==> src/rtl/l1_pkg.sv <==
// Shared definitions for the L1 read/write port address generators:
// drop-mode constants and the wrap-around pointer add.
package l1_pkg;

    // Behaviour when a request targets a stream that has not been initialised.
    localparam int DROP_UNINIT_STALL = 0;
    localparam int DROP_UNINIT_DROP  = 1;

    // Adds inc to ptr and folds the result back into 0..depth-1.
    // Only a single subtract is needed because ptr < depth and inc < depth.
    function automatic logic [31:0] f_wrap_add(
        input logic [31:0] ptr,
        input logic [31:0] inc,
        input logic [31:0] depth
    );
        logic [31:0] sum;
        sum = ptr + inc;
        if (sum >= depth) begin
            sum = sum - depth;
        end
        return sum;
    endfunction

endpackage

==> src/rtl/l1_rd_ptr_calc.sv <==
// Combinational pointer calculation for one L1 port: counts same-stream
// requests from lower-numbered ports, checks the stream can supply that
// many entries, and produces the wrapped entry index.
module l1_rd_ptr_calc
    import l1_pkg::*;
#(
    parameter int nstrms    = 64,
    parameter int sid_width = $clog2(nstrms),
    parameter int nports    = 8,
    parameter int portid    = 0,
    parameter int depth     = 48,
    parameter int ptr_width = $clog2(depth),
    parameter int cnt_width = $clog2(depth + 1)
) (
    input  logic [sid_width-1:0]        sid,
    input  logic [nports-1:0]           cmp_v,
    input  logic [nports*sid_width-1:0] cmp_sid,
    input  logic [nstrms*ptr_width-1:0] ptrs,
    input  logic [nstrms*cnt_width-1:0] cnts,
    input  logic [nstrms-1:0]           init,
    output logic                        stream_init,
    output logic                        eligible,
    output logic [ptr_width-1:0]        ptr
);

    localparam int HIT_W = $clog2(nports) + 1;

    logic [nports-1:0]    match;
    logic [HIT_W-1:0]     hits;
    logic [ptr_width-1:0] cur_ptr;
    logic [cnt_width-1:0] cur_cnt;

    // Only ports with a lower index than this one claim entries ahead of us.
    genvar gi;
    generate
        for (gi = 0; gi < nports; gi++) begin : g_match
            localparam bit BELOW = (gi < portid);
            assign match[gi] = BELOW & cmp_v[gi]
                             & (cmp_sid[gi*sid_width +: sid_width] == sid);
        end
    endgenerate

    // Popcount of earlier same-stream reads, then eligibility and wrapped address.
    always_comb begin
        hits = '0;
        for (int i = 0; i < nports; i++) begin
            hits = hits + HIT_W'(match[i]);
        end
        cur_ptr     = ptrs[sid*ptr_width +: ptr_width];
        cur_cnt     = cnts[sid*cnt_width +: cnt_width];
        stream_init = init[sid];
        eligible    = stream_init & (32'(hits) < 32'(cur_cnt));
        ptr         = ptr_width'(f_wrap_add(32'(cur_ptr), 32'(hits), 32'(depth)));
    end

endmodule

==> src/rtl/l1_rd_port_gated.sv <==
// Per-port L1 read-address generator. S1 holds the incoming stream id and
// forks it into a one-hot request to the control transpose and an address
// into the S2 output register; each branch completes independently.
module l1_rd_port_gated
    import l1_pkg::*;
#(
    parameter int nstrms      = 64,
    parameter int sid_width   = $clog2(nstrms),
    parameter int nports      = 8,
    parameter int portid      = 0,
    parameter int depth       = 48,
    parameter int ptr_width   = $clog2(depth),
    parameter int cnt_width   = $clog2(depth + 1),
    parameter int drop_uninit = DROP_UNINIT_STALL
) (
    input  logic                        clk,
    input  logic                        reset_n,
    input  logic                        i_rd_v,
    output logic                        i_rd_r,
    input  logic [sid_width-1:0]        i_rd_sid,
    input  logic [nports-1:0]           i_cmp_sid_v,
    input  logic [nports*sid_width-1:0] i_cmp_sid_d,
    input  logic [nstrms*ptr_width-1:0] i_ptrs,
    input  logic [nstrms*cnt_width-1:0] i_cnts,
    input  logic [nstrms-1:0]           i_init,
    output logic [nstrms-1:0]           o_req_v,
    input  logic [nstrms-1:0]           o_req_r,
    output logic                        o_addr_v,
    input  logic                        o_addr_r,
    output logic [ptr_width-1:0]        o_addr_ptr,
    output logic [sid_width-1:0]        o_addr_sid,
    output logic                        o_err_v,
    output logic [sid_width-1:0]        o_err_sid
);

    // Hits never exceed nports-1, so the single wrap subtract is enough.
    generate
        if ((nports > depth) || (depth < 2) || (portid >= nports)) begin : g_param_check
            $error("l1_rd_port_gated: need 2 <= depth, nports <= depth, portid < nports");
        end
    endgenerate

    logic                        s1_v_q, s1_v_d;
    logic [sid_width-1:0]        s1_sid_q, s1_sid_d;
    logic [nports-1:0]           cmp_v_q, cmp_v_d;
    logic [nports*sid_width-1:0] cmp_sid_q, cmp_sid_d;
    logic                        req_done_q, req_done_d;
    logic                        addr_done_q, addr_done_d;
    logic                        s2_v_q, s2_v_d;
    logic [ptr_width-1:0]        s2_ptr_q, s2_ptr_d;
    logic [sid_width-1:0]        s2_sid_q, s2_sid_d;

    logic                        stream_init;
    logic                        eligible;
    logic [ptr_width-1:0]        calc_ptr;
    logic                        s1_go, s1_drop, s1_retire;
    logic                        req_fire, addr_fire, s2_free;
    logic [nstrms-1:0]           sid_onehot;

    l1_rd_ptr_calc #(
        .nstrms    (nstrms),
        .sid_width (sid_width),
        .nports    (nports),
        .portid    (portid),
        .depth     (depth),
        .ptr_width (ptr_width),
        .cnt_width (cnt_width)
    ) u_calc (
        .sid         (s1_sid_q),
        .cmp_v       (cmp_v_q),
        .cmp_sid     (cmp_sid_q),
        .ptrs        (i_ptrs),
        .cnts        (i_cnts),
        .init        (i_init),
        .stream_init (stream_init),
        .eligible    (eligible),
        .ptr         (calc_ptr)
    );

    // Fork control: once either branch has completed the entry is committed
    // and finishes even if eligibility changes underneath it.
    always_comb begin
        s1_go       = s1_v_q & (eligible | req_done_q | addr_done_q);
        s1_drop     = s1_v_q & ~stream_init & ~req_done_q & ~addr_done_q
                    & (drop_uninit == DROP_UNINIT_DROP);
        sid_onehot  = '0;
        sid_onehot[s1_sid_q] = 1'b1;
        req_fire    = s1_go & ~req_done_q & o_req_r[s1_sid_q];
        s2_free     = ~s2_v_q | o_addr_r;
        addr_fire   = s1_go & ~addr_done_q & s2_free;
        s1_retire   = s1_drop
                    | (s1_go & (req_done_q | req_fire) & (addr_done_q | addr_fire));
        i_rd_r      = ~s1_v_q | s1_retire;
        o_req_v     = (s1_go & ~req_done_q) ? sid_onehot : '0;
        o_addr_v    = s2_v_q;
        o_addr_ptr  = s2_ptr_q;
        o_addr_sid  = s2_sid_q;
        o_err_v     = s1_drop;
        o_err_sid   = s1_drop ? s1_sid_q : '0;
    end

    // Next-state for S1, done flags, the delayed compare bus and S2.
    always_comb begin
        s1_v_d      = s1_v_q;
        s1_sid_d    = s1_sid_q;
        cmp_v_d     = i_cmp_sid_v;
        cmp_sid_d   = i_cmp_sid_d;
        req_done_d  = s1_retire ? 1'b0 : (req_done_q | req_fire);
        addr_done_d = s1_retire ? 1'b0 : (addr_done_q | addr_fire);
        s2_v_d      = s2_v_q;
        s2_ptr_d    = s2_ptr_q;
        s2_sid_d    = s2_sid_q;
        if (i_rd_r) begin
            s1_v_d   = i_rd_v;
            s1_sid_d = i_rd_sid;
        end
        if (addr_fire) begin
            s2_v_d   = 1'b1;
            s2_ptr_d = calc_ptr;
            s2_sid_d = s1_sid_q;
        end else if (o_addr_r) begin
            s2_v_d   = 1'b0;
        end
    end

    // State registers; reset discards everything in flight.
    always_ff @(posedge clk or negedge reset_n) begin
        if (!reset_n) begin
            s1_v_q      <= 1'b0;
            s1_sid_q    <= '0;
            cmp_v_q     <= '0;
            cmp_sid_q   <= '0;
            req_done_q  <= 1'b0;
            addr_done_q <= 1'b0;
            s2_v_q      <= 1'b0;
            s2_ptr_q    <= '0;
            s2_sid_q    <= '0;
        end else begin
            s1_v_q      <= s1_v_d;
            s1_sid_q    <= s1_sid_d;
            cmp_v_q     <= cmp_v_d;
            cmp_sid_q   <= cmp_sid_d;
            req_done_q  <= req_done_d;
            addr_done_q <= addr_done_d;
            s2_v_q      <= s2_v_d;
            s2_ptr_q    <= s2_ptr_d;
            s2_sid_q    <= s2_sid_d;
        end
    end

endmodule

==> config.mk <==
export PLATFORM = sky130hd
export DESIGN_NAME = l1_rd_port_gated
export DESIGN_NICKNAME = d
export VERILOG_FILES = /design/src/rtl/l1_pkg.sv /design/src/rtl/l1_rd_ptr_calc.sv /design/src/rtl/l1_rd_port_gated.sv
export SDC_FILE = /design/constraint.sdc
export NUM_CORES = 1
export LEC_CHECK = 0
export CAP_MARGIN = 0
export CORE_AREA = 2 2 410 412
export DETAILED_ROUTE_END_ITERATION = 8
export DIE_AREA = 0 0 412 414
export PLACE_DENSITY_LB_ADDON = 0.3
export SYNTH_ARGS = -nofsm -noshare
export SYNTH_HDL_FRONTEND = slang
export SYNTH_SLANG_ARGS = --single-unit
==> constraint.sdc <==
create_clock -name clk -period 3.41 [get_ports clk]
set_input_delay 0.682 -clock clk [delete_from_list [all_inputs] [get_ports clk]]
set_output_delay 0.682 -clock clk [all_outputs]
set_load 0.02 [all_outputs]
### Word level (Yosys, flattened, before mapping)

Index checks and enable logic that the tools add are counted.

| word-level totals | value |
|---|---|
| logic and storage cells | 47 |
| bits in writable memories | 0 |
| bits in latches | 0 |
| memories kept | 0 |
| ROM bits | 0 |
| bits in registers | 22 |
| input port bits | 962 |
| output and inout port bits | 85 |

| cells by class | value |
|---|---|
| add/sub/neg operators | 1 |
| reduce and logical (&&, ||, !) cells | 2 |
| div/mod/pow operators | 0 |
| eq/ne operators | 0 |
| magnitude comparators | 4 |
| mux-type cells | 12 |
| shift operators | 2 |
| multiply operators | 1 |
| bitwise logic cells | 18 |

Operators with widths:

| operator | number |
|---|---|
| $shiftx 384x10->6 | 2 |
| $mux 64 | 1 |
| $bmux 1 s6 | 2 |
| $and 1x1->1 | 8 |
| $mul 6x2->8 const B | 1 |
| $lt 6x7->1 const B | 1 |
| $mux 1 | 7 |
| $demux 1 s6 | 1 |
| $ge 6x1->1 const B | 1 |
| $ge 6x6->1 const B | 1 |
| $lt 1x6->1 const A | 1 |
| $mux 6 | 1 |
| $or 1x1->1 | 6 |
| $sub 6x6->6 const B | 1 |
| $not 1->1 | 4 |
| $reduce_bool 2->1 | 1 |
| $logic_and 1x1->1 | 1 |

### Logic depth before layout (Yosys ltp)

Gate-level depths: netlist of run 1.

| logic depth | value |
|---|---|
| depth after elaboration | 13 |
| depth in mapped cells | 14 |
| depth with buffers taken out | 8 |

### Cells and area by module

Synthesis of run 1 repeated with hierarchy kept, for this count alone.

| second synthesis, totals | value |
|---|---|
| cell total of the unflattened synthesis | 777 |
| area total of the unflattened synthesis | 8689.6 µm² |

Modules (own cells, without submodules):

| module | instances | seq. area each (µm²) | area an instance (µm²) | cells each |
|---|---|---|---|---|
| l1_rd_ptr_calc | 1 | 0.0 | 5292.6 | 487 |
| l1_rd_port_gated | 1 | 1951.9 | 3397.0 | 290 |

### Worst setup path before layout of run 1

OpenSTA, ideal clock, no wires.

| path | value |
|---|---|
| path type | register to output |
| start point | reg s1_sid_q[1] |
| end point | out o_req_v[10] |
| setup slack | 0.205 ns |
| stages on the path, launching flop included | 12 |
| data required time | 2.728 ns |
| buffers on the path | 4 |
| data arrival time | 2.523 ns |
| cells stage by stage | dfrtp_1 buf_4 buf_6 buf_2 or3_1 o21ai_0 nor4_1 o32a_1 nand4_1 buf_4 o211ai_2 nor2_1 |

| between the ends | value |
|---|---|
| word-level cells in the longest chain between the ends | 9 |
| elaborated cells on any way between the ends | 16 |
| classes of those cells | mul: 1; order compare: 3; shift: 1; mux: 5; bitwise: 5; reduce/logical: 1 |

Ends and longest elaborated chain:

| item | RTL line | source |
|---|---|---|
| start, declared | l1_rd_port_gated.sv:44 | `logic [sid_width-1:0] s1_sid_q, s1_sid_d;` |
| start signal, assigned | l1_rd_port_gated.sv:140 | `s1_sid_q <= s1_sid_d;` |
| $mul 6x2->8 | l1_rd_ptr_calc.sv:50 | `cur_cnt = cnts[sid*cnt_width +: cnt_width];` |
| $shiftx 384x10->6 | l1_rd_ptr_calc.sv:50 |  |
| $lt 1x6->1 | l1_rd_ptr_calc.sv:52 | `eligible = stream_init & (32'(hits) < 32'(cur_cnt));` |
| $and 1x1->1 | l1_rd_ptr_calc.sv:52 |  |
| $or 1x1->1 (2 in series) | l1_rd_port_gated.sv:83 | `s1_go = s1_v_q & (eligible \| req_done_q \| addr_done_q);` |
| $and 1x1->1 | l1_rd_port_gated.sv:83 |  |
| $and 1x1->1 | l1_rd_port_gated.sv:94 | `o_req_v = (s1_go & ~req_done_q) ? sid_onehot : '0;` |
| $mux 64 (*) | l1_rd_port_gated.sv:94 |  |
| end, declared | l1_rd_port_gated.sv:26 | `output logic [nstrms-1:0] o_req_v,` |

Mark *: on every way between the ends. The rest lies on a longest branch, timed or not. The select of a mux whose other input is x is not followed.

### Final worst setup path of run 1

| path | value |
|---|---|
| start point | reg s1_sid_q[2] |
| end point | out o_req_v[61] |

Same word-level chain as after synthesis.

==> summary.log, run 1 <==
[worst_setup_path] Worst Setup Start Kind flop
[drt] Top Metal Used met5
[drt] M1 wire length 54.1 mm
[pwr] maximum vdd ir drop 0.000326 V
[worst_setup_path] Crit Path Class flop to primary output
[cts] clock-pin slew reported for the worst setup and hold paths after clock tree synthesis 0.08 ns
[global_routing] initial antenna violation count 37
[finish] fill cell instance count of the final layout 19045
[die] width of the chip 412 um
[pwr] power density over the cells 817 nW/um^2
[sta] maximum frequency from static timing analysis 229 MHz
[die] number of primary I/O pins 1047
[yosys] FFs w/ async S/R, synth 100%
[pwr] portion of total power attributed to sequential cells 3.0%
[yosys] sequential-to-total area share from yosys stat 7.13%
[global_routing] first-pass GRT wire length 157 mm
[yosys] fraction of synthesized cell area taken by the top area cell type 8.95%
[drt] routed wirelength normalized by instance count 28.3 um
[worst_setup_path] crit path DAT 3.69 ns
[cts] clock buffer count from CTS 3
[hold_path] type of the tightest min-delay check flop to flop
[sta] setup repair after global routing missed its margin true
[cts] clock tree from TritonCTS yes
[drt] number of nets with antenna violations after detailed routing 0
[yosys] synth top area cells sky130_fd_sc_hd__a22oi_1 8.9%, sky130_fd_sc_hd__mux4_2 8.8%, sky130_fd_sc_hd__a221oi_1 7.9%
[yosys] post-synthesis cell count 1039
[drt] wire length after detailed routing 127 mm
[pwr] power spent charging and discharging nets 10.6 mW
[yosys] count of unique library cells instantiated by Yosys 78
[placed_design] Port Buf Inserts 983
[finish] footprint of the multi-input gates 7300 sq um
[drt] detailed route wirelength on metal3 7.82 mm
[status] status finished with violations
[sta] final worst-path setup slack -0.964 ns
[yosys] post-synthesis cell area 7720 sq um
[sta] post-route fraction of the period consumed by the critical path 128%
[sta] relative max-transition margin 50.0%
[worst_setup_path] critical-path maximum fanout 8
[cts] clock sink count 22
[status] failing checks negative setup slack
[finish] FF/Latch Area 563 sq um
[global_routing] maximum number of pins on one net before global-route repair 33
[finish] area delta synth->final 212%
[yosys] EDFF count, synth 0
[drt] average vias per placed instance 3.31
[drt] # DRC 0
[global_routing] total routing usage reported by global routing 13.9%
[sta] Setup violations, final 87
[cts] Root Driver sky130_fd_sc_hd__clkbuf_16
[pwr] Switching Share 53.7%
[sta] Setup Total Neg Slack -69.29 ns
[sta] actual slew at the worst max-slew pin 0.747 ns
[flow_run] max-capacitance violation count 0
[pwr] combinational share of power 95.1%
[sta] final hold violation count 0
[worst_setup_path] type of destination of the critical path primary output
[finish] share of layout cells above drive strength 1 28.9%
[yosys] FF+latch count, synth 22
[sta] clock skew 0.0114 ns
[die] core region area 166000 sq um
[finish] count of nets after finishing 3246
[yosys] synthesis warning total 0
[drt] via count 14910
[placed_design] Routability Congestion 0.890
[drt] number of detailed-routing iterations run before antenna repair 5
[worst_setup_path] required time reported for the critical path endpoint 2.73 ns
[drt] sum of met2 wire segment lengths after detailed routing 62.8 mm
[yosys] cell accounting for the most synthesized area sky130_fd_sc_hd__a22oi_1
[placed_design] Post-DP HPWL 111 mm
[yosys] Synth Area per Inst 7.43 sq um
[die] placement row count 150
[yosys] Top FF cell, synth sky130_fd_sc_hd__dfrtp_1
[cts] CTS H-tree lvls 1
[sta] minimum period implied by the final worst setup slack 4.37 ns
[global_routing] number of global-route vias before repair 15879
[pwr] Power Internal 9.11 mW
[pwr] total power after layout 19.7 mW
[sta] Max Transition Viols Final 0
[die] Die Outline Area 171000 sq um
[drt] violation count after the first detailed-routing iteration 1094
[die] initial standard-cell utilization of the core 4.64%
[global_routing] overflow left after global routing 0
[pwr] clock share of power 1.9%
[pwr] leakage dissipation 8.53 nW
[die] Die Y 414 um
[cts] clock insertion delay at the later pin of the skew report 0.29 ns
[cts] Clock Path Buffers 2
## synth_stat cells, drive strengths merged (4+ instances only)
cell type  count
a211oi        10
a21oi         28
a221o          7
a221oi        70
a222oi         5
a22o          29
a22oi         92
a31oi         31
and2           5
buf           76
clkbuf        44
dfrtp         22
inv           11
mux2          46
mux2i         43
mux4          30
nand2         34
nand2b         9
nand3         12
nand4         13
nor2         152
nor2b         10
nor3          47
nor3b          4
nor4           9
o211ai        23
o21ai         69
o221ai         5
o22a           6
o22ai         19
o2bb2ai        6
o31ai          5
or2            5
or3            9
or3b           5
## power groups by stage
stage / sequential (mW) / combinational [mW] / clock (mW)
after floorplan: 0.558 / 5.85 / 0
after global placement: 0.592 / 16.9 / 0
after detailed placement: 0.591 / 16.9 / 0
after CTS: 0.590 / 17.4 / 0.399
after global routing: 0.617 / 20.0 / 0.397
final: 0.593 / 18.7 / 0.381
## cells by family (layout without fill, tap and decap cells)
logic type | Yosys count | after routing | share of synthesized area [%]
AOI/OAI and AO/OA | 441 | 441 | 42.8
buffers and inverters | 131 | 1368 | 8.46
DFF | 22 | 22 | 7.13
muxes | 119 | 119 | 21.0
other | 1 | 20 | 0.0486
and+or+nand+nor | 325 | 326 | 20.5
## flip-flops by register name, indices dropped and copies added, names as in the netlist
signal / count
addr_done_q: 1
req_done_q: 1
s1_v_q: 1
o_addr_v: 1
o_addr_ptr: 6
o_addr_sid: 6
s1_sid_q: 6
## cell type report
cell class / count / area share, %
inverter: 11 / 0.192
timing repair buffer: 1353 / 55.1
antenna: 13 / 0.135
clock inverter: 1 / 0.125
sequential: 22 / 2.34
tap: 2204 / 11.5
multi-input combinational: 893 / 30.3
clock buffer: 3 / 0.312
## worst max-delay path, stage by stage (launching register included)
cell and delay, ns:
sky130_fd_sc_hd__dfrtp_4 0.59, sky130_fd_sc_hd__buf_12 0.18, sky130_fd_sc_hd__clkbuf_16 0.17, sky130_fd_sc_hd__or3_4 0.40
sky130_fd_sc_hd__a32o_1 0.29, sky130_fd_sc_hd__nand2_1 0.11, sky130_fd_sc_hd__o2111ai_4 0.15, sky130_fd_sc_hd__buf_4 0.20
sky130_fd_sc_hd__a22oi_1 0.19, sky130_fd_sc_hd__nand4_1 0.17, sky130_fd_sc_hd__buf_12 0.19, sky130_fd_sc_hd__buf_12 0.14
sky130_fd_sc_hd__o211ai_2 0.15, sky130_fd_sc_hd__buf_6 0.22, sky130_fd_sc_hd__nor2_2 0.06, sky130_fd_sc_hd__buf_6 0.14
## path summary, 6_finish.rpt
path / from / endpoint / slack [ns] / depth (start not counted)
max in group asynchronous: reset_n / s1_sid_q[0]$_DFFE_PN0P_ / 2.34 / 2
max reg2reg: s1_sid_q[2]$_DFFE_PN0P_ / s1_sid_q[4]$_DFFE_PN0P_ / -0.61 / 18
min: o_addr_sid[3]$_DFFE_PN0P_ / o_addr_sid[3]$_DFFE_PN0P_ / 0.51 / 1
min in group asynchronous: reset_n / o_addr_ptr[4]$_DFFE_PN0P_ / 0.77 / 2
max: s1_sid_q[2]$_DFFE_PN0P_ / o_req_v[61] / -0.96 / 15
min reg2reg: o_addr_sid[3]$_DFFE_PN0P_ / o_addr_sid[3]$_DFFE_PN0P_ / 0.51 / 1
## timing repair
item                                    4_1_cts  5_1_grt
buffers inserted                              7       33
gates cloned                                  1        4
hold endpoints to repair                      0        0
gates resized for setup                     264      227
pin swaps                                    14       32
hold buffers                                  0        0
endpoints found under the setup margin       87       87
## layer usage
layer | vias to the layer above | GRT usage (%)
met3 | 88 | 2.19
met1 | 7317 | 17.5
met2 | 765 | 25.0
met5 | - | 0
li1 | 6726 | -
met4 | 14 | 2.20
## cell usage in the layout, fill, tap and decap left out, types with 6 or more instances in the layout
cell,n
sky130_fd_sc_hd__a211oi_1,8
sky130_fd_sc_hd__a21oi_1,27
sky130_fd_sc_hd__a221o_1,7
sky130_fd_sc_hd__a221oi_1,60
sky130_fd_sc_hd__a221oi_2,9
sky130_fd_sc_hd__a22o_1,29
sky130_fd_sc_hd__a22oi_1,89
sky130_fd_sc_hd__a31oi_1,29
sky130_fd_sc_hd__buf_12,49
sky130_fd_sc_hd__buf_2,35
sky130_fd_sc_hd__buf_4,297
sky130_fd_sc_hd__buf_6,46
sky130_fd_sc_hd__clkbuf_16,6
sky130_fd_sc_hd__clkdlybuf4s50_1,918
sky130_fd_sc_hd__conb_1,7
sky130_fd_sc_hd__dfrtp_1,18
sky130_fd_sc_hd__diode_2,13
sky130_fd_sc_hd__inv_1,7
sky130_fd_sc_hd__mux2_2,28
sky130_fd_sc_hd__mux2_4,16
sky130_fd_sc_hd__mux2i_1,41
sky130_fd_sc_hd__mux4_2,30
sky130_fd_sc_hd__nand2_1,30
sky130_fd_sc_hd__nand2b_1,8
sky130_fd_sc_hd__nand3_1,7
sky130_fd_sc_hd__nand4_1,13
sky130_fd_sc_hd__nor2_1,121
sky130_fd_sc_hd__nor2_2,14
sky130_fd_sc_hd__nor2_4,17
sky130_fd_sc_hd__nor3_1,33
sky130_fd_sc_hd__nor3_4,9
sky130_fd_sc_hd__o211ai_1,14
sky130_fd_sc_hd__o211ai_2,8
sky130_fd_sc_hd__o21ai_0,56
sky130_fd_sc_hd__o21ai_1,7
sky130_fd_sc_hd__o22ai_1,14
sky130_fd_sc_hd__or3_1,8
## through the flow
stage	cell area [sq um]	std cells	setup slack, ns	hold WS [ns]	util, %
4_1_cts	23000	4450	-1.07	0.498	13.8
2_1_floorplan	7740	1045	0.205	0.386	-
6_report	24100	4500	-0.964	0.514	14.5
3_5_place_dp	22800	4438	-1.64	0.481	13.7
5_1_grt	24000	4494	-1.10	0.541	14.5
3_3_place_gp	22800	4438	-1.65	0.474	13.7
Note: power is estimated with default switching activity, not from simulation.
==> inputs of run 2 (changes only) <==
--- a/config.mk
+++ b/config.mk
@@ -6,10 +6,11 @@
 export NUM_CORES = 1
 export LEC_CHECK = 0
 export CAP_MARGIN = 0
-export CORE_AREA = 2 2 410 412
+export CORE_AREA = 2 2 405 407
 export DETAILED_ROUTE_END_ITERATION = 8
-export DIE_AREA = 0 0 412 414
-export PLACE_DENSITY_LB_ADDON = 0.3
+export DIE_AREA = 0 0 407 409
+export DONT_BUFFER_PORTS = 1
+export PLACE_DENSITY_LB_ADDON = 0.08
 export SYNTH_ARGS = -nofsm -noshare
 export SYNTH_HDL_FRONTEND = slang
 export SYNTH_SLANG_ARGS = --single-unit
==> summary.log, run 2 (synthesis results as in run 1) <==
[die] number of primary I/O pins 1047 [unchanged]
[die] Die Y 409 um [-1.2%]
[worst_setup_path] R2R setup slack -0.47 ns [+0.14 ns]
[pwr] Power Internal 7.80 mW [-14%]
[pwr] clock share of power 1.8% [about the same]
[pwr] maximum vdd ir drop 0.000363 V [+11%]
[finish] FF/Latch Area 563 sq um [unchanged]
[hold_path] type of the tightest min-delay check primary input to async pin
[drt] via count 11227 [-25%]
[pwr] power spent charging and discharging nets 9.97 mW [-5.5%]
[worst_setup_path] crit-path most repeated cell sky130_fd_sc_hd__buf_12
[drt] number of nets with antenna violations after detailed routing 0 [unchanged]
[cts] clock-pin slew reported for the worst setup and hold paths after clock tree synthesis 0.10 ns [+0.02 ns]
[die] core region area 162000 sq um [-2.6%]
[sta] clock skew 0.0195 ns [+0.00818 ns]
[cts] number of hold buffers added after CTS 0 [unchanged]
[finish] area delta synth->final 87.4%
[global_routing] number of global-route vias before repair 12043 [-24%]
[status] status finished with violations
[worst_setup_path] Buffers & Inverters on Critical Path 10 [+3]
[drt] wire length after detailed routing 110 mm [-14%]
[sta] Setup Total Neg Slack -63.91 ns [+5.37 ns]
[drt] routed wirelength normalized by instance count 31.9 um [+13%]
[cts] Root Driver sky130_fd_sc_hd__clkbuf_16
[placed_design] Routability Congestion 0.876 [-1.5%]
[sta] minimum period implied by the final worst setup slack 4.30 ns [-0.0739 ns]
[sta] post-route fraction of the period consumed by the critical path 126% [-2.2 points]
[placed_design] Port Buf Inserts 0 [-100%]
[sta] relative max-transition margin 44.2% [-5.8 points]
[worst_setup_path] gate family responsible for the most delay along the worst path buffers and inverters
[worst_setup_path] cells along the critical path buf_12, buf_12, inv_4, buf_12, o211ai_1, a41oi_2, buf_4, a21oi_2, buf_4, nand4_1, buf_6, buf_12, o211ai_4, buf_6, nor2_2, buf_6
[sta] maximum frequency from static timing analysis 233 MHz [+1.7%]
[sta] Setup violations, final 87 [unchanged]
[worst_setup_path] Crit Path Class flop to primary output
[sta] final hold violation count 0 [unchanged]
[cts] clock sink count 22 [unchanged]
[global_routing] maximum number of pins on one net before global-route repair 40 [+21%]
[pwr] combinational share of power 94.2% [-0.9 points]
[drt] average vias per placed instance 3.25 [-1.8%]
[worst_setup_path] slowest cell on the critical path sky130_fd_sc_hd__dfrtp_4
[finish] count of nets after finishing 2218 [-32%]
[cts] clock insertion delay at the later pin of the skew report 0.30 ns [about the same]
[die] placement row count 148 [-1.3%]
[sta] setup repair after global routing missed its margin true
[die] Die Outline Area 166000 sq um [-2.4%]
[finish] most common library cell in the layout ignoring fill and taps sky130_fd_sc_hd__buf_4
[pwr] power density over the cells 1230 nW/um^2 [+50%]
[worst_setup_path] critical-path maximum fanout 6 [-2]
[worst_setup_path] max incr delay on CP 0.58 ns [about the same]
[global_routing] first-pass GRT wire length 135 mm [-14%]
[pwr] total power after layout 17.8 mW [-9.6%]
[worst_setup_path] required time reported for the critical path endpoint 2.73 ns [about the same]
[drt] violation count after the first detailed-routing iteration 786 [-28%]
[cts] CTS H-tree lvls 1 [unchanged]
[pwr] Switching Share 56.1% [+2.5 points]
[drt] number of detailed-routing iterations run before antenna repair 6 [+1]
[global_routing] total routing usage reported by global routing 12.4% [-1.5 points]
[global_routing] overflow left after global routing 0 [unchanged]
[finish] footprint of the multi-input gates 7580 sq um [+3.8%]
[cts] clock buffer count from CTS 3 [unchanged]
[drt] # DRC 0 [unchanged]
[placed_design] Post-DP HPWL 95.9 mm [-14%]
[die] width of the chip 407 um [-1.2%]
[worst_setup_path] crit path DAT 3.62 ns [-0.07 ns]
[pwr] portion of total power attributed to sequential cells 4.0% [+1.0 points]
[worst_setup_path] Worst Setup Start Kind flop
[finish] share of layout cells above drive strength 1 47.4% [+19 points]
[sta] final worst-path setup slack -0.890 ns [+0.0740 ns]
[status] failing checks negative setup slack
[pwr] leakage dissipation 4.43 nW [-48%]
[global_routing] initial antenna violation count 44 [+19%]
[cts] Clock Path Buffers 2 [unchanged]
[cts] clock tree from TritonCTS yes
[finish] fill cell instance count of the final layout 18873 [-0.90%]
[sta] Max Transition Viols Final 0 [unchanged]
[worst_setup_path] type of destination of the critical path primary output
[flow_run] max-capacitance violation count 0 [unchanged]
[finish] top library cells by usage in the layout, fill and taps aside 236 x sky130_fd_sc_hd__buf_4, 90 x sky130_fd_sc_hd__a22oi_1, 85 x sky130_fd_sc_hd__nor2_1
[die] initial standard-cell utilization of the core 4.76% [+0.12 points]
[sta] actual slew at the worst max-slew pin 0.837 ns [+0.0902 ns]
[placed_design] worst slack, placed -1.58 ns [+0.0565 ns]
-- run 2: power by group through the flow --
stage | sequential, mW | combinational, mW | clock, mW
3_3_place_gp | 0.729 | 14.8 | 0
2_1_floorplan | 0.558 | 5.85 | 0
3_5_place_dp | 0.733 | 14.8 | 0
4_1_cts | 0.722 | 16.8 | 0.347
6_report | 0.713 | 16.7 | 0.324
5_1_grt | 0.746 | 18.1 | 0.350
-- run 2: area by class of cell --
cell class	instances	share of cell area [%]
flip-flops and latches	22	3.89
diodes	20	0.346
inverters	11	0.381
well taps	2175	18.8
repair buffers	326	23.6
clock buffers	4	0.545
multi-input cells	892	52.4
-- run 2: metrics by stage --
step                      std cells  utilization [%]  cell area, sq um  hold WS (ns)
final                          3450             8.93             14500        0.0700
after global routing           3441             8.91             14400        0.0571
after CTS                      3421             8.60             13900        0.0583
after detailed placement       3377             7.79             12600         0.388
after global placement         3377             7.79             12600         0.389
after floorplan                1045                -              7740         0.386
-- run 2: timing repair --
item / CTS / global route
pin swaps: 18 / 23
resized for setup: 193 / 82
setup endpoints to repair: 87 / 87
hold endpoints to repair: 0 / 0
gates cloned: 3 / 1
buffers inserted: 40 / 10
-- run 2: layer usage --
layer / wire, um / part of all wire [%] / GRT usage [%] / up-vias
li1: - / - / - / 4693
met1: 51200 / 47 / 17.2 / 5733
met2: 51100 / 46 / 20.2 / 716
met3: 6190 / 5.6 / 2.38 / 67
met4: 1280 / 1.2 / 1.78 / 18
met5: 133 / 0.12 / 0 / -
-- run 2: worst paths after layout --
| kind | from | end | depth (start not counted) |
|---|---|---|---|
| min in group clk | addr_done_q$_DFF_PN0_ | o_addr_v$_DFFE_PN0P_ | 1 |
| worst min register to register | addr_done_q$_DFF_PN0_ | o_addr_v$_DFFE_PN0P_ | 1 |
| worst max register to register | s1_sid_q[2]$_DFFE_PN0P_ | s1_sid_q[4]$_DFFE_PN0P_ | 18 |
| worst max-delay path | s1_sid_q[2]$_DFFE_PN0P_ | o_req_v[55] | 16 |
| max in group asynchronous | reset_n | s1_sid_q[1]$_DFFE_PN0P_ | 0 |
| worst min-delay path | reset_n | s1_v_q$_DFFE_PN0P_ | 0 |
